$ cat src/rtl/mem_wb_stage.sv
// mem_wb_stage: RV32I writeback stage.
// Takes one retiring instruction per valid/ready handshake from MEM, picks the
// writeback source (ALU, aligned load data, PC+4) and drives the register-file
// write port from flops only, because the register file samples on the falling
// edge and must never see a decode glitch.
// Optional feature macro: WB_INSTRET_EN (adds the retired-instruction counter
// on instret_o; when undefined instret_o is tied to zero).

module mem_wb_stage #(
    parameter int XLEN  = 32,
    parameter int CNT_W = 64
) (
    input  logic             clk_i,
    input  logic             reset,
    input  logic             in_valid_i,
    output logic             in_ready_o,
    input  logic [4:0]       in_rd_i,
    input  logic             in_wen_i,
    input  logic [1:0]       in_wbsel_i,
    input  logic [XLEN-1:0]  in_alu_i,
    input  logic [XLEN-1:0]  in_pc4_i,
    input  logic [2:0]       in_funct3_i,
    input  logic [1:0]       in_addr_lo_i,
    input  logic             dmem_rvalid_i,
    input  logic [XLEN-1:0]  dmem_rdata_i,
    output logic [4:0]       rsW_o,
    output logic [XLEN-1:0]  dataW_o,
    output logic             regWEn_o,
    output logic             busy_o,
    output logic [CNT_W-1:0] instret_o
);

    // state       | meaning
    // ------------+-----------------------------------------------------------
    // ST_IDLE     | empty, ready to accept
    // ST_WAIT_MEM | holding a load, waiting for dmem_rvalid_i; busy_o high
    // ST_WRITE    | one-cycle register-file write; may accept the next entry

    typedef enum logic [1:0] {
        ST_IDLE     = 2'd0,
        ST_WAIT_MEM = 2'd1,
        ST_WRITE    = 2'd2
    } state_t;

    localparam logic [1:0] WB_ALU = 2'b00;
    localparam logic [1:0] WB_MEM = 2'b01;
    localparam logic [1:0] WB_PC4 = 2'b10;

    localparam logic [2:0] F3_LB  = 3'b000;
    localparam logic [2:0] F3_LH  = 3'b001;
    localparam logic [2:0] F3_LBU = 3'b100;
    localparam logic [2:0] F3_LHU = 3'b101;

    state_t state;
    state_t state_nxt;

    logic            accept;
    logic            in_needs_mem;

    // Load context kept across WAIT_MEM
    logic [4:0]      rd_q;
    logic [2:0]      funct3_q;
    logic [1:0]      addr_lo_q;

    logic [4:0]      rsw_nxt;
    logic [XLEN-1:0] dataw_nxt;
    logic            regwen_nxt;
    logic            busy_nxt;
    logic [XLEN-1:0] load_data;

    // Extract and extend the addressed byte/halfword from the raw load word.
    function automatic logic [XLEN-1:0] load_align(
        input logic [2:0]      f3,
        input logic [1:0]      a,
        input logic [XLEN-1:0] w
    );
        logic [7:0]  b;
        logic [15:0] h;
        b = w[{a, 3'b000} +: 8];
        h = a[1] ? w[31:16] : w[15:0];
        case (f3)
            F3_LB:   load_align = {{(XLEN-8){b[7]}}, b};
            F3_LBU:  load_align = {{(XLEN-8){1'b0}}, b};
            F3_LH:   load_align = {{(XLEN-16){h[15]}}, h};
            F3_LHU:  load_align = {{(XLEN-16){1'b0}}, h};
            default: load_align = w;
        endcase
    endfunction

    // Ready depends on state alone so MEM never sees a path from its own valid.
    assign in_ready_o   = (state == ST_IDLE) || (state == ST_WRITE);
    assign accept       = in_valid_i && in_ready_o;
    assign in_needs_mem = (in_wbsel_i == WB_MEM) && in_wen_i;
    assign load_data    = load_align(funct3_q, addr_lo_q, dmem_rdata_i);

    // State register.
    always_ff @(posedge clk_i) begin
        if (reset) begin
            state <= ST_IDLE;
        end else begin
            state <= state_nxt;
        end
    end

    // Next-state logic.
    always_comb begin
        state_nxt = state;
        case (state)
            ST_IDLE, ST_WRITE: begin
                if (accept) begin
                    state_nxt = in_needs_mem ? ST_WAIT_MEM : ST_WRITE;
                end else begin
                    state_nxt = ST_IDLE;
                end
            end
            ST_WAIT_MEM: begin
                if (dmem_rvalid_i) begin
                    state_nxt = ST_WRITE;
                end
            end
            default: state_nxt = ST_IDLE;
        endcase
    end

    // Output logic: next values of the write-port flops, computed for the
    // cycle being entered so that WRITE sees them straight from registers.
    always_comb begin
        rsw_nxt    = rsW_o;
        dataw_nxt  = dataW_o;
        regwen_nxt = 1'b0;
        busy_nxt   = (state_nxt == ST_WAIT_MEM);
        if (state == ST_WAIT_MEM) begin
            if (dmem_rvalid_i) begin
                rsw_nxt    = rd_q;
                dataw_nxt  = load_data;
                regwen_nxt = (rd_q != 5'd0);
            end
        end else if (accept && !in_needs_mem) begin
            rsw_nxt    = in_rd_i;
            dataw_nxt  = (in_wbsel_i == WB_PC4) ? in_pc4_i : in_alu_i;
            regwen_nxt = in_wen_i && (in_rd_i != 5'd0);
        end
    end

    // Write-port and busy flops.
    always_ff @(posedge clk_i) begin
        if (reset) begin
            rsW_o    <= 5'd0;
            dataW_o  <= '0;
            regWEn_o <= 1'b0;
            busy_o   <= 1'b0;
        end else begin
            rsW_o    <= rsw_nxt;
            dataW_o  <= dataw_nxt;
            regWEn_o <= regwen_nxt;
            busy_o   <= busy_nxt;
        end
    end

    // Capture load context on every accept.
    always_ff @(posedge clk_i) begin
        if (reset) begin
            rd_q      <= 5'd0;
            funct3_q  <= 3'd0;
            addr_lo_q <= 2'd0;
        end else if (accept) begin
            rd_q      <= in_rd_i;
            funct3_q  <= in_funct3_i;
            addr_lo_q <= in_addr_lo_i;
        end
    end

`ifdef WB_INSTRET_EN
    logic [CNT_W-1:0] instret_q;

    // Count every WRITE cycle, wrapping naturally.
    always_ff @(posedge clk_i) begin
        if (reset) begin
            instret_q <= '0;
        end else if (state == ST_WRITE) begin
            instret_q <= instret_q + {{(CNT_W-1){1'b0}}, 1'b1};
        end
    end

    assign instret_o = instret_q;
`else
    assign instret_o = '0;
`endif

    // WB_ALU is the default source; named here so the encoding table is complete.
    logic unused_wbsel_alu;
    assign unused_wbsel_alu = (WB_ALU == 2'b00);

endmodule

$ cat config.mk
export PLATFORM = sky130hd
export DESIGN_NAME = mem_wb_stage
export DESIGN_NICKNAME = d
export VERILOG_FILES = /design/src/rtl/mem_wb_stage.sv
export SDC_FILE = /design/constraint.sdc
export NUM_CORES = 1
export LEC_CHECK = 0
export CAP_MARGIN = 10
export CORE_ASPECT_RATIO = 2
export CORE_MARGIN = 8
export CORE_UTILIZATION = 40
export DETAILED_ROUTE_END_ITERATION = 12
export GPL_TIMING_DRIVEN = 1
export HOLD_SLACK_MARGIN = 0.06
export PLACE_DENSITY = 0.82
export SLEW_MARGIN = 10
export SYNTH_ARGS = -nofsm -noshare
export SYNTH_HDL_FRONTEND = slang
export SYNTH_SLANG_ARGS = --single-unit
$ cat constraint.sdc
create_clock -name clk_i -period 2 [get_ports clk_i]
set_input_delay 0.4 -clock clk_i [delete_from_list [all_inputs] [get_ports clk_i]]
set_output_delay 0.4 -clock clk_i [all_outputs]
set_load 0.05 [all_outputs]
==> results.json, run 1 <==
{
  "drtIter0Drc": 305,
  "dpl.hpwl_mm": 12.5,
  "vias": 4360,
  "synth.distinct_cells": 52,
  "relSlewSlack_pct": 57.0,
  "grt_pass1_vias": 4583,
  "critPathKind": "input port to flop",
  "layout_min_cycle_time_ns": 1.90,
  "synth_top_cell_by_area": "dfxtp_1",
  "synthCells": 517,
  "setup_viol": 0,
  "ys_top_cells_by_area": "dfxtp_1 (26%), buf_4 (12%), a21oi_1 (5.8%)",
  "hold_class": "flop to flop",
  "die_w_um": 86.7,
  "cp_data_arrival_time_ns": 2.11,
  "reg2reg_depth": 5,
  "whs_path_depth": 2,
  "clk_path_buf_depth": 2,
  "grt_usage_pct": 21.3,
  "worst_pin_slew_ns": 0.645,
  "cts_setup_buffers": 0,
  "setup_slack_ns": 0.104,
  "num_rows": 51,
  "synth_seq_cells": 51,
  "netlist.area_leader.share_pct": 25.5,
  "cp_data_required_time_ns": 2.21,
  "tns_ns": 0,
  "status": "finished clean",
  "ys_seq_area_share_pct": 25.5,
  "postRouteAntennaNets": 0,
  "fill_cells": 895,
  "cts_sinks": 51,
  "area_growth_pct": 44.7,
  "initial_core_util_pct": 41.0,
  "drt_first_pass_iters": 4,
  "syn_area_um2": 4000,
  "max-vdd-ir-drop_v": 0.000496,
  "routed_wirelength_mm": 15.4,
  "cap_viol_max_count": 0,
  "ctsHoldBuffers": 0,
  "fp.dieH_um": 157,
  "grt_start_max_net_pins": 42,
  "slowest_delay_ns": 0.48,
  "ctsResizeCount": 0,
  "cp_slowest_cell": "clkdlybuf4s50_1",
  "rsz0062_at_grt": "no",
  "crit_chain": "clkdlybuf4s50_1 -> nor2b_2 -> buf_4 -> mux2i_1 -> a221o_1 -> o31ai_1",
  "min_period_over_period_pct": 94.8,
  "finClkSkew_ns": 0.00612,
  "cts_root_buffer": "clkbuf_16",
  "place.gp.congestion": 0.908,
  "place_ws_ns": -0.224,
  "port_buffers": 152,
  "syn_area_per_cell_um2": 7.74,
  "num-nets-final": 786,
  "dieArea_um2": 13700,
  "antenna_cells": 0,
  "max_freq_mhz": 527,
  "clk_pin_slew_worst_paths_ns": 0.07,
  "htreeDepth": 2,
  "post-route-drc-count": 0,
  "numCtsBuffers": 5,
  "cts_tree": "built",
  "hold_ws_ns": 0.459,
  "p_total_mw": 3.69,
  "core-area_um2": 9760,
  "grt_pass1_wl_mm": 22.8,
  "leakage_nw": 2.31,
  "avgRoutedWirePerCell_um": 19.1,
  "p_per_area_nw_per_um2": 637,
  "clock_latency_ns": 0.30,
  "pin_count": 217,
  "cp-end-kind": "flop",
  "yosys_warnings": 0,
  "hold_violations": 0,
  "viasPerCell": 5.41,
  "layout-drive-gt1-share_pct": 12.5,
  "grt_antenna_before_repair": 0,
  "startpoint_type": "input port",
  "crit_fanout": 20,
  "overflow": 0,
  "drv_slew": 0
}
[stage by stage]
step / cell area (µm²) / instances / utilization (%)
final: 5790 / 806 / 59.3
after global placement: 5600 / 798 / 57.4
after CTS: 5790 / 806 / 59.3
after global routing: 5790 / 806 / 59.3
after detailed placement: 5600 / 798 / 57.4
after floorplan: 4240 / 580 / -
[cell usage in the layout (no fill, tap or decap), types with 6 or more instances in the layout]
| master | instances |
|---|---|
| clkdlybuf4s50_1 | 140 |
| conb_1 | 64 |
| nand2_1 | 52 |
| dfxtp_1 | 51 |
| buf_4 | 47 |
| a21oi_1 | 45 |
| inv_1 | 27 |
| nand3b_1 | 26 |
| o211ai_1 | 23 |
| nor2_1 | 21 |
| and2_1 | 16 |
| a211oi_1 | 14 |
| o311ai_1 | 14 |
| mux2_2 | 13 |
| mux2i_1 | 12 |
| a311oi_1 | 7 |
| o21ai_0 | 7 |
| and3_1 | 7 |
| nor2b_1 | 6 |
| nand2b_1 | 6 |
| a2bb2oi_1 | 6 |
| o21bai_1 | 6 |
| o22ai_1 | 6 |
[area by class of cell]
class                   count  area [µm²]  area share, %
inverters                  27         101           1.75
multi-input cells         395        2460           42.4
repair buffers            193        1860           32.1
flip-flops and latches     51        1020           17.6
well taps                 132         165           2.85
clock buffers               6         129           2.22
clock inverters             2        60.1           1.04
[report_power, final]
| part | switching, mW | internal, mW | leakage (nW) | total [mW] |
|---|---|---|---|---|
| combinational | 0.894 | 0.547 | 1.80 | 1.44 |
| clock | 0.391 | 0.718 | 0.0911 | 1.11 |
| sequential | 0.0504 | 1.09 | 0.421 | 1.14 |
| total | 1.34 | 2.36 | 2.31 | 3.69 |
[sequential cells by signal (all words and copies together), names as in the netlist]
| register | flops |
|---|---|
| addr_lo_q | 2 |
| busy_o | 1 |
| dataW_o | 32 |
| funct3_q | 3 |
| rd_q | 5 |
| regWEn_o | 1 |
| rsW_o | 5 |
| state | 2 |
[per-layer routing]
| metal | global-route usage, % | part of all wire (%) | vias to the layer above | wire, µm |
|---|---|---|---|---|
| li1 | - | - | 2047 | - |
| met1 | 21.3 | 36 | 2048 | 5560 |
| met2 | 40.0 | 53 | 221 | 8190 |
| met3 | 3.66 | 6.3 | 44 | 962 |
| met4 | 11.2 | 4.3 | 0 | 663 |
| met5 | 0 | 0 | - | 0 |
[cell usage after synthesis, drive strengths merged]
cell,n
a2111oi,1
a211o,5
a211oi,16
a21oi,46
a221o,1
a221oi,1
a22o,1
a2bb2oi,6
a311oi,7
a31o,1
and2,16
and3,7
and3b,2
buf,85
clkbuf,22
conb,1
dfxtp,51
inv,27
mux2,13
mux2i,12
nand2,52
nand2b,6
nand3,2
nand3b,26
nor2,21
nor2b,7
nor3,1
nor3b,1
o2111ai,1
o211ai,23
o21a,2
o21ai,8
o21bai,6
o22ai,7
o311ai,17
o31a,2
o31ai,1
o32ai,1
o41ai,6
or2,1
or3,1
or4,3
or4b,1
[path summary, 6_finish.rpt]
path / start / end / slack (ns)
worst min-delay path: dataW_o[23]$_SDFFE_PP0P_ / dataW_o[23]$_SDFFE_PP0P_ / 0.46
worst max register to register: addr_lo_q[1]$_SDFFE_PP0P_ / dataW_o[9]$_SDFFE_PP0P_ / 0.13
worst max-delay path: in_wbsel_i[1] / dataW_o[2]$_SDFFE_PP0P_ / 0.10
worst min register to register: dataW_o[23]$_SDFFE_PP0P_ / dataW_o[23]$_SDFFE_PP0P_ / 0.46
[logic make-up (layout without fill, tap and decap cells)]
group / after synthesis / count (layout) / synth area share [%]
AO/OA/AOI/OAI: 159 / 159 / 28.6
AND/OR/NAND/NOR: 147 / 147 / 19.6
buffers and inverters: 134 / 228 / 19.6
flip-flops: 51 / 51 / 25.5
multiplexers: 25 / 25 / 6.66
other: 1 / 64 / 0.0937
[worst max-delay path: cells and delay by family]
family / cells / cell delay, ns
AND/OR/NAND/NOR: 1 / 0.24
AO/OA/AOI/OAI: 2 / 0.56
buffers and inverters: 2 / 0.77
multiplexers: 1 / 0.12
Note: power is estimated with default switching activity, not from simulation.
==> run 2, diff against run 1 <==
--- a/config.mk
+++ b/config.mk
@@ -7,7 +7,7 @@
 export LEC_CHECK = 0
 export CAP_MARGIN = 10
 export CORE_ASPECT_RATIO = 2
-export CORE_MARGIN = 8
+export CORE_MARGIN = 1
 export CORE_UTILIZATION = 40
 export DETAILED_ROUTE_END_ITERATION = 12
 export GPL_TIMING_DRIVEN = 1
==> results.json, run 2 (synthesis results as in run 1) <==
{
  "final_cell_mix": "clkdlybuf4s50_1 (146), conb_1 (64), nand2_1 (52)",
  "clk_pin_slew_worst_paths_ns": 0.07,
  "final_common_cell": "clkdlybuf4s50_1",
  "max_freq_mhz": 522,
  "num-nets-final": 787,
  "multi_input_area_um2": 2460,
  "antenna_cells": 0,
  "p_total_mw": 3.59,
  "port_buffers": 152,
  "place.gp.congestion": 0.901,
  "numCtsBuffers": 5,
  "cts_root_buffer": "clkbuf_16",
  "instances_no_fill": 807,
  "clk_path_buf_depth": 2,
  "cp_num_buf_inv": 1,
  "cts_sinks": 51,
  "drtIter0Drc": 285,
  "grt_pass1_vias": 4147,
  "register_area_um2": 1020,
  "cap_viol_max_count": 0,
  "fill_cells": 909,
  "die_w_um": 72.7,
  "cp_top_family": "buffers and inverters",
  "leakage_nw": 2.30,
  "rsz0062_at_grt": "no",
  "largest_reg_flops": 32,
  "relSlewSlack_pct": 47.6,
  "status": "finished clean",
  "ctsHoldBuffers": 0,
  "core-area_um2": 9700,
  "viasPerCell": 5.30,
  "place_inst": 799,
  "drv_slew": 0,
  "cp_data_arrival_time_ns": 1.52,
  "top_register": "dataW_o",
  "cts_setup_buffers": 0,
  "p_per_area_nw_per_um2": 619,
  "critPathKind": "flop to primary output",
  "grt_antenna_before_repair": 0,
  "slowest_delay_ns": 0.82,
  "drt_first_pass_iters": 5,
  "pin_count": 217,
  "grt_pass1_wl_mm": 21.1,
  "avgRoutedWirePerCell_um": 17.3,
  "crit_chain": "clkdlybuf4s50_1",
  "top_regs": "dataW_o (32), rd_q (5), rsW_o (5)",
  "min_period_over_period_pct": 95.8,
  "hold_violations": 0,
  "dpl.hpwl_mm": 11.0,
  "crit_fanout": 2,
  "dieArea_um2": 10400,
  "cp_slowest_cell": "clkdlybuf4s50_1",
  "startpoint_type": "flop",
  "grt_usage_pct": 26.7,
  "overflow": 0,
  "clock_latency_ns": 0.30,
  "hold_class": "flop to flop",
  "post-route-drc-count": 0,
  "layout-drive-gt1-share_pct": 11.9,
  "postRouteAntennaNets": 0,
  "cts_tree": "built",
  "setup_viol": 0,
  "max-vdd-ir-drop_v": 0.000463,
  "vias": 4274,
  "routed_wirelength_mm": 13.9,
  "fp.dieH_um": 143,
  "finClkSkew_ns": 0.00898,
  "htreeDepth": 2,
  "grt_start_max_net_pins": 42,
  "num_rows": 51,
  "area_growth_pct": 44.7,
  "cp-end-kind": "primary output",
  "worst_pin_slew_ns": 0.786,
  "layout_min_cycle_time_ns": 1.92,
  "ctsResizeCount": 0,
  "cp_data_required_time_ns": 1.60,
  "initial_core_util_pct": 41.3
}
==> run 2: worst paths after layout <==
check | from | end | slack, ns | cells after the start
hold / removal | dataW_o[30]$_SDFFE_PP0P_ | dataW_o[30]$_SDFFE_PP0P_ | 0.45 | 2
setup / recovery | dataW_o[15]$_SDFFE_PP0P_ | dataW_o[15] | 0.08 | 1
hold reg to reg | dataW_o[30]$_SDFFE_PP0P_ | dataW_o[30]$_SDFFE_PP0P_ | 0.45 | 2
setup reg to reg | funct3_q[2]$_SDFFE_PP0P_ | dataW_o[15]$_SDFFE_PP0P_ | 0.23 | 5
==> run 2: cell type report <==
cell class	instances	area share [%]
Tap cell	132	2.85
Clock inverter	2	0.605
Sequential cell	51	17.6
Clock buffer	6	2.40
Timing Repair Buffer	194	32.3
Multi-Input combinational cell	395	42.5
Inverter	27	1.75
==> run 2: through the flow <==
stage / hold slack (ns) / cell area [µm²] / setup slack (ns) / utilization (%) / setup TNS, ns
final: 0.453 / 5790 / 0.0835 / 59.7 / 0
after global routing: 0.476 / 5790 / 0.00352 / 59.7 / 0
after CTS: 0.456 / 5780 / 0.0186 / 59.6 / 0
after detailed placement: 0.447 / 5610 / -0.290 / 57.8 / -4.68
after global placement: 0.443 / 5610 / -0.184 / 57.8 / -2.39
after floorplan: 0.444 / 4240 / 0.173 / - / 0
==> run 2: report_power, final <==
group | leakage (nW) | switching (mW) | internal (mW)
logic | 1.79 | 0.882 | 0.545
clock network | 0.0868 | 0.390 | 0.623
registers | 0.421 | 0.0527 | 1.09
==> run 2: metal layers <==
layer / up-vias / GRT usage (%) / share of wire [%]
li1: 2041 / - / -
met4: 0 / 15.0 / 5.1
met3: 41 / 3.58 / 6.4
met5: - / 0 / 0
met2: 239 / 49.8 / 54
met1: 1953 / 27.6 / 35
